## src/rtl/cgra_cfg_pkg.sv

```systemverilog
// cgra_cfg_pkg: shared state encoding and CRC-16-CCITT helper for cgra_config_streamer.
package cgra_cfg_pkg;
   localparam logic [1:0] IDLE  = 2'd0;
   localparam logic [1:0] SHIFT = 2'd1;
   localparam logic [1:0] CHECK = 2'd2;
   localparam logic [1:0] DONE  = 2'd3;
   localparam logic [15:0] CRC16_POLY = 16'h1021;
   localparam logic [15:0] CRC16_INIT = 16'hFFFF;
   // folds the low `width` bits of word into crc, MSB first
   function automatic logic [15:0] crc16_word(input logic [15:0] crc, input logic [63:0] word, input int width);
      logic [15:0] c;
      c = crc;
      for (int i = width - 1; i >= 0; i--)
         c = {c[14:0], 1'b0} ^ ((c[15] ^ word[i]) ? CRC16_POLY : 16'h0000);
      return c;
   endfunction
endpackage

```

## src/rtl/cfg_word_buffer2.sv

```systemverilog
// cfg_word_buffer2: two-entry word FIFO with single-cycle flush; caller never pushes when full or pops when empty.
module cfg_word_buffer2 #(
   parameter int W = 32
) (
   input  logic         i_clock,
   input  logic         i_reset,
   input  logic         i_flush,
   input  logic         i_push,
   input  logic [W-1:0] i_data,
   input  logic         i_pop,
   output logic [W-1:0] o_data,
   output logic         o_valid,
   output logic [1:0]   o_count
);
   logic [W-1:0] r_mem [2];
   logic         r_rd, r_wr;
   logic [1:0]   r_count;
   always_ff @(posedge i_clock)
      if (i_push) r_mem[r_wr] <= i_data;
   always_ff @(posedge i_clock or posedge i_reset)
      if (i_reset) begin
         r_rd    <= 1'b0;
         r_wr    <= 1'b0;
         r_count <= 2'd0;
      end else if (i_flush) begin
         r_rd    <= 1'b0;
         r_wr    <= 1'b0;
         r_count <= 2'd0;
      end else begin
         r_wr    <= r_wr ^ i_push;
         r_rd    <= r_rd ^ i_pop;
         r_count <= r_count + {1'b0, i_push} - {1'b0, i_pop};
      end
   assign o_data  = r_mem[r_rd];
   assign o_valid = r_count != 2'd0;
   assign o_count = r_count;
endmodule

```

## src/rtl/cgra_config_streamer.sv

```systemverilog
// cgra_config_streamer: serialises valid/ready config words onto NUM_CHAINS parallel scan chains.
// Define CFG_CRC_EN to accept a trailing CRC-16 word and check it before done.
module cgra_config_streamer
   import cgra_cfg_pkg::*;
#(
   parameter int NUM_CHAINS     = 4,
   parameter int WORD_W         = 32,
   parameter int BITS_PER_CHAIN = 208
) (
   input  logic                  i_clock,
   input  logic                  i_reset,
   input  logic                  i_start,
   input  logic                  i_abort,
   input  logic                  i_in_valid,
   output logic                  o_in_ready,
   input  logic [WORD_W-1:0]     i_in_data,
   output logic                  o_cfg_enable,
   output logic [NUM_CHAINS-1:0] o_cfg_bits,
   output logic                  o_busy,
   output logic                  o_done,
   output logic                  o_crc_error
);
   localparam int BPW = WORD_W / NUM_CHAINS;
   localparam int NW  = (BITS_PER_CHAIN * NUM_CHAINS + WORD_W - 1) / WORD_W;
   localparam int BW  = $clog2(BITS_PER_CHAIN + 1);
   localparam int AW  = $clog2(NW + 2);
   localparam int SW  = $clog2(BPW + 1);
`ifdef CFG_CRC_EN
   localparam int NWT = NW + 1;
   localparam logic [1:0] FIN = CHECK;
`else
   localparam int NWT = NW;
   localparam logic [1:0] FIN = DONE;
`endif
   logic [1:0]            r_state, w_next, w_count, w_next_cnt;
   logic [BW-1:0]         r_beat;
   logic [SW-1:0]         r_sub;
   logic [AW-1:0]         r_acc, w_next_acc;
   logic                  r_in_ready, r_cfg_enable, r_busy, r_done;
   logic [NUM_CHAINS-1:0] r_cfg_bits, w_bits;
   logic [WORD_W-1:0]     w_head, w_sh;
   logic                  w_head_valid, w_start, w_flush, w_accept, w_push, w_pop, w_beat_go, w_fin;
   assign w_start    = i_start & ((r_state == IDLE) | (r_state == DONE));
   assign w_flush    = i_abort | w_start;
   assign w_accept   = i_in_valid & r_in_ready;
   assign w_beat_go  = (r_state == SHIFT) & w_head_valid & (r_beat != BW'(BITS_PER_CHAIN));
   // a word leaves the buffer after its last beat, or early when the chains are full
   assign w_pop      = w_beat_go & ((r_sub == SW'(BPW - 1)) | (r_beat == BW'(BITS_PER_CHAIN - 1)));
   assign w_next     = i_abort ? IDLE : w_start ? SHIFT : ((r_state == SHIFT) & w_fin) ? FIN :
                       (r_state == CHECK) ? DONE : r_state;
   assign w_next_acc = w_flush ? '0 : r_acc + AW'(w_accept);
   assign w_next_cnt = w_flush ? 2'd0 : w_count + {1'b0, w_push} - {1'b0, w_pop};
   assign w_sh       = w_head << (r_sub * NUM_CHAINS);
   always_comb begin
      w_bits = '0;
      for (int c = 0; c < NUM_CHAINS; c++) w_bits[c] = w_sh[WORD_W-1-c];
   end
   cfg_word_buffer2 #(.W(WORD_W)) u_buf (
      .i_clock (i_clock),
      .i_reset (i_reset),
      .i_flush (w_flush),
      .i_push  (w_push),
      .i_data  (i_in_data),
      .i_pop   (w_pop),
      .o_data  (w_head),
      .o_valid (w_head_valid),
      .o_count (w_count)
   );
   always_ff @(posedge i_clock or posedge i_reset)
      if (i_reset) begin
         r_state      <= IDLE;
         r_beat       <= '0;
         r_sub        <= '0;
         r_acc        <= '0;
         r_in_ready   <= 1'b0;
         r_cfg_enable <= 1'b0;
         r_cfg_bits   <= '0;
         r_busy       <= 1'b0;
         r_done       <= 1'b0;
      end else begin
         r_state      <= w_next;
         r_beat       <= w_flush ? '0 : r_beat + BW'(w_beat_go);
         r_sub        <= (w_flush | w_pop) ? '0 : r_sub + SW'(w_beat_go);
         r_acc        <= w_next_acc;
         r_in_ready   <= (w_next == SHIFT) & (w_next_cnt < 2'd2) & (w_next_acc < AW'(NWT));
         r_cfg_enable <= w_beat_go & ~i_abort;
         r_cfg_bits   <= (w_beat_go & ~i_abort) ? w_bits : '0;
         r_busy       <= (w_next == SHIFT) | (w_next == CHECK);
         r_done       <= w_next == DONE;
      end
`ifdef CFG_CRC_EN
   logic [15:0] r_crc, r_crc_exp;
   logic        r_crc_got, r_crc_error, w_is_crc;
   assign w_is_crc = r_acc == AW'(NW);
   assign w_push   = w_accept & ~w_is_crc;
   assign w_fin    = (r_beat == BW'(BITS_PER_CHAIN)) & r_crc_got;
   always_ff @(posedge i_clock or posedge i_reset)
      if (i_reset) begin
         r_crc       <= CRC16_INIT;
         r_crc_exp   <= '0;
         r_crc_got   <= 1'b0;
         r_crc_error <= 1'b0;
      end else if (w_flush) begin
         r_crc       <= CRC16_INIT;
         r_crc_got   <= 1'b0;
         r_crc_error <= 1'b0;
      end else begin
         if (w_push) r_crc <= crc16_word(r_crc, 64'(i_in_data), WORD_W);
         if (w_accept & w_is_crc) begin
            r_crc_exp <= i_in_data[15:0];
            r_crc_got <= 1'b1;
         end
         if (r_state == CHECK) r_crc_error <= r_crc != r_crc_exp;
      end
   assign o_crc_error = r_crc_error;
`else
   assign w_push      = w_accept;
   assign w_fin       = r_beat == BW'(BITS_PER_CHAIN);
   assign o_crc_error = 1'b0;
`endif
   assign o_in_ready   = r_in_ready;
   assign o_cfg_enable = r_cfg_enable;
   assign o_cfg_bits   = r_cfg_bits;
   assign o_busy       = r_busy;
   assign o_done       = r_done;
endmodule
```

## config.mk

```make
export PLATFORM = sky130hd
export DESIGN_NAME = cgra_config_streamer
export DESIGN_NICKNAME = d
export VERILOG_FILES = /design/src/rtl/cgra_cfg_pkg.sv /design/src/rtl/cfg_word_buffer2.sv /design/src/rtl/cgra_config_streamer.sv
export SDC_FILE = /design/constraint.sdc
export NUM_CORES = 1
export LEC_CHECK = 0
export ABC_AREA = 1
export CAP_MARGIN = 15
export CORE_AREA = 2 2 163 117
export CTS_BUF_LIST = sky130_fd_sc_hd__clkbuf_16
export CTS_CLUSTER_DIAMETER = 30
export DETAILED_ROUTE_END_ITERATION = 10
export DIE_AREA = 0 0 165 119
export PLACE_DENSITY = 0.47
export SLEW_MARGIN = 0
export SYNTH_ARGS = -nofsm -noshare
export SYNTH_HDL_FRONTEND = slang
export SYNTH_SLANG_ARGS = --single-unit
```

## constraint.sdc

```tcl
create_clock -name i_clock -period 4.55 [get_ports i_clock]
set_input_delay 0.6825 -clock i_clock [delete_from_list [all_inputs] [get_ports i_clock]]
set_output_delay 0.6825 -clock i_clock [all_outputs]
set_load 0.02 [all_outputs]
```

==> key figures <==
Placed design
  – Port Buf Inserts: 44
  – Dpl hpwl: between 6000 and 7000 um
  – Placed Area: approximately 0.0050 sq mm
  – GP Congestion: a little under 0.8
  – Dpl cells: roughly 710

Power
  – Sequential power share: a little under three fifths
  – Clock Power Share: between 30% and 40%
  – Switch Pwr: about 0.00037 W
  – Switching part of the total: a little over a fifth
  – Peak supply drop: 0.154 mV
  – PwrDens: ~330 mW/mm^2
  – Int Pwr: 0.00136 W
  – Lkg Pwr: approximately 2.3 nW
  – Logic gate share of total power: approximately 5.5%

Timing
  – Worst Tran Pin Value: just over 0.7 ns
  – F_max: roughly 470 MHz
  – Hold WS: approximately 0.53 ns
  – Setup violators final: 0
  – Worst Skew: approximately 0.0083 ns
  – Setup TNS: 0 ns
  – Fin. max-slew vios: 0
  – Worst slew margin relative to its limit: between 50% and 60%
  – Final Cycle Share: a little under half
  – Hold Fails Final Rpt: 0
  – RSZ-0062 raised after global routing: false
  – Final worst path period need: 2.12 ns

Global routing
  – Total grt overflow: 0
  – Number of global-route vias before repair: roughly 2800
  – Total GRT Usage: a little under a tenth
  – Initial antenna violation count: 0
  – Global-route wire length before repair: 14100 um
  – Largest net degree at the start of global routing: 34

Synth
  – Post-synth cell types: 27
  – Yosys reg bits: 95
  – Post-synthesis compound-gate area fraction: 2.62%
  – Yosys warning count: 0
  – Post-synthesis cell count: approximately 430
  – Post-synth top area cell: edfxtp_1
  – Top cell type's share of synthesized area: ~45%
  – XOR/XNOR Fraction of Synth Area: less than 1%
  – Mean post-synth cell area: 9.93 sq um
  – Largest family of logic cells by synthesized area: simple AND/OR/NAND/NOR gates
  – Synth top cells by count: nand2_1 (131), inv_1 (74), edfxtp_1 (64)
  – Top-count cell post-synth: nand2_1
  – Syn Nets: between 400 and 500
  – Netlist Area Pre-Place: between 0.004 and 0.005 sq mm
  – Number of flops mapped to enable cells by yosys: 64
  – Post-Synth Adder-Cell Area: ~4.4%
  – Ranking of synthesized cells by area: edfxtp_1 (45%), dfrtp_1 (18%), nand2_1 (11%)
  – Post-Synth Simple-Gate Area: between 15 and 20%
  – Synth async-reset ratio: about a third
  – Main synth FF type: edfxtp_1
  – Seq/Total Area, Yosys: roughly 63%
  – Multiplexer share of the synthesized area: 0%

Routing
  – Total detailed-routing wirelength: 8720 um
  – Vias post-DR: roughly 2900
  – Via/cell ratio: around 3.9
  – Pre-Repair DR Iteration Count: 4
  – Drt wl/cell: about 12 um
  – Antenna-violating nets left: 0
  – Starting DRC count in detailed routing: roughly 210
  – DRC: 0

Final layout
  – Final net count: about 530
  – Multi-input logic area: ~0.0012 sq mm
  – Fin area: approximately 0.0052 sq mm
  – Fillcell total: between 1500 and 2000
  – Layout cells sized above 1: under 10%
  – # diodes: 0
  – Cell Count, Final, Fillers Out: between 700 and 800
  – Register area: approximately 0.0027 sq mm
  – Area grow syn2layout: 21.7%

Clock tree
  – Skew-Pair Late Insertion Delay: 0.35 ns
  – Hold_buf cts: 0
  – Sink Count: 95
  – Post-CTS setup buffers: 0
  – Maximum root-to-sink buffer count: 2
  – CTS HTree Levels: 3
  – CTS tree: built
  – Root buf cell: clkbuf_16
  – Clock transition at path regs: 0.07 ns
  – CTS buffer count: 9
  – Resized cells post-CTS: 0

Floorplanning
  – Initial Utilization: 23.4%
  – Ports: between 40 and 50
  – DIE AREA: around 0.02 sq mm
  – Die Wd: around 170 um
  – Die height: approximately 120 um
  – Core area: between 0.015 and 0.02 sq mm
  – Rows: 42

Setup path
  – CP required: approximately 4.8 ns
  – Crit Path Category: register to register
  – R2r setup slk: roughly 2.4 ns
  – Crit start category: register
  – CP endpoint kind: register
  – Crit Path Max Fanout: 19
  – Arrival time worst endpoint: between 2 and 2.5 ns

Run
  – Max-cap violation count: 0

Min path
  – Hold Path Class: register to register

Run status
  – Status: finished, final reports clean
==> metrics by stage <==
stage	util, %	total power (W)	worst slack [ns]
after floorplan	-	0.00101	2.48
after global placement	27.1	0.00106	2.20
after detailed placement	27.1	0.00107	2.11
after CTS	28.5	0.00175	2.40
after global routing	28.5	0.00180	2.20
final	28.5	0.00172	2.43
==> layout by cell type, fill, tap and decap left out <==
cell and count:
a21oi_1 11, a21oi_4 1, a31oi_1 1, buf_4 4, clkbuf_16 9, clkdlybuf4s50_1 44
clkinv_1 1, clkinv_2 2, clkinv_4 1, conb_1 1, dfrtp_1 31, edfxtp_1 64
ha_1 15, inv_1 76, inv_2 3, inv_4 2, inv_6 1, nand2_1 131
nand2_2 3, nand3_1 38, nand4_1 3, nor2_1 25, nor2_2 3, nor3_1 2
nor3_2 1, o21ai_0 6, o21ai_1 1, or2_2 1, xnor2_1 2, xor2_1 2
==> registers in the layout, indices dropped and copies added, names as in the netlist <==
register and cells:
o_cfg_enable 1, r_beat 8, r_sub 4, u_buf.r_rd 1
o_busy 1, u_buf.r_wr 1, u_buf.o_count 2, r_acc 5
u_buf.r_mem 64, o_cfg_bits 4, o_done 1, r_state 2
o_in_ready 1
==> per-layer routing <==
metal / wire, um / GRT usage, % / vias to the layer above / share of wire, %
met4: 113 / 2.77 / 0 / 1.3
met1: 4420 / 12.9 / 1358 / 51
met3: 298 / 3.24 / 7 / 3.4
met5: 0 / 0 / - / 0
li1: - / - / 1456 / -
met2: 3890 / 14.5 / 34 / 45
==> logic make-up after synthesis <==
logic type / after synthesis
and+or+nand+nor: 207
DFF: 95
other: 1
buffers and inverters: 91
adders and majority gates: 15
AOI/OAI and AO/OA: 20
xor gates and xnor gates: 4
==> cell type report <==
type / count / area share [%]
timing repair buffer: 48 / 8.99
multi-input combinational: 247 / 22.9
sequential: 95 / 51.5
inverter: 79 / 5.71
clock inverter: 7 / 0.789
tap: 242 / 5.79
clock buffer: 9 / 4.30
==> worst paths after layout <==
check	start	end	cells after the start
worst max-delay path	r_sub[0]$_DFF_PP0_	o_in_ready$_DFF_PP0_	10
max in group asynchronous	i_reset	r_beat[7]$_DFF_PP0_	3
worst max register to register	r_sub[0]$_DFF_PP0_	o_in_ready$_DFF_PP0_	10
worst min register to register	r_beat[6]$_DFF_PP0_	r_beat[6]$_DFF_PP0_	1
min in group asynchronous	i_reset	u_buf.r_wr$_DFF_PP0_	3
worst min-delay path	r_beat[6]$_DFF_PP0_	r_beat[6]$_DFF_PP0_	1
==> critical path, cell delays in order (launching register included) <==
cell	delay, ns
dfrtp_1	0.81
nand3_1	0.16
nand2_1	0.14
nand2_2	0.08
inv_1	0.07
ha_1	0.22
inv_1	0.06
ha_1	0.15
nor2_1	0.06
o21ai_0	0.19
a21oi_1	0.06
==> power by group through the flow <==
| stage | clock network [W] | logic, W | registers, W |
|---|---|---|---|
| 6_report | 0.000680 | 0.0000955 | 0.000949 |
| 5_1_grt | 0.000739 | 0.000108 | 0.000950 |
| 4_1_cts | 0.000702 | 0.0000984 | 0.000949 |
| 3_5_place_dp | 0 | 0.0000977 | 0.000968 |
| 3_3_place_gp | 0 | 0.0000960 | 0.000967 |
| 2_1_floorplan | 0 | 0.0000405 | 0.000968 |
No activity file was read; power rests on OpenSTA's default activity.
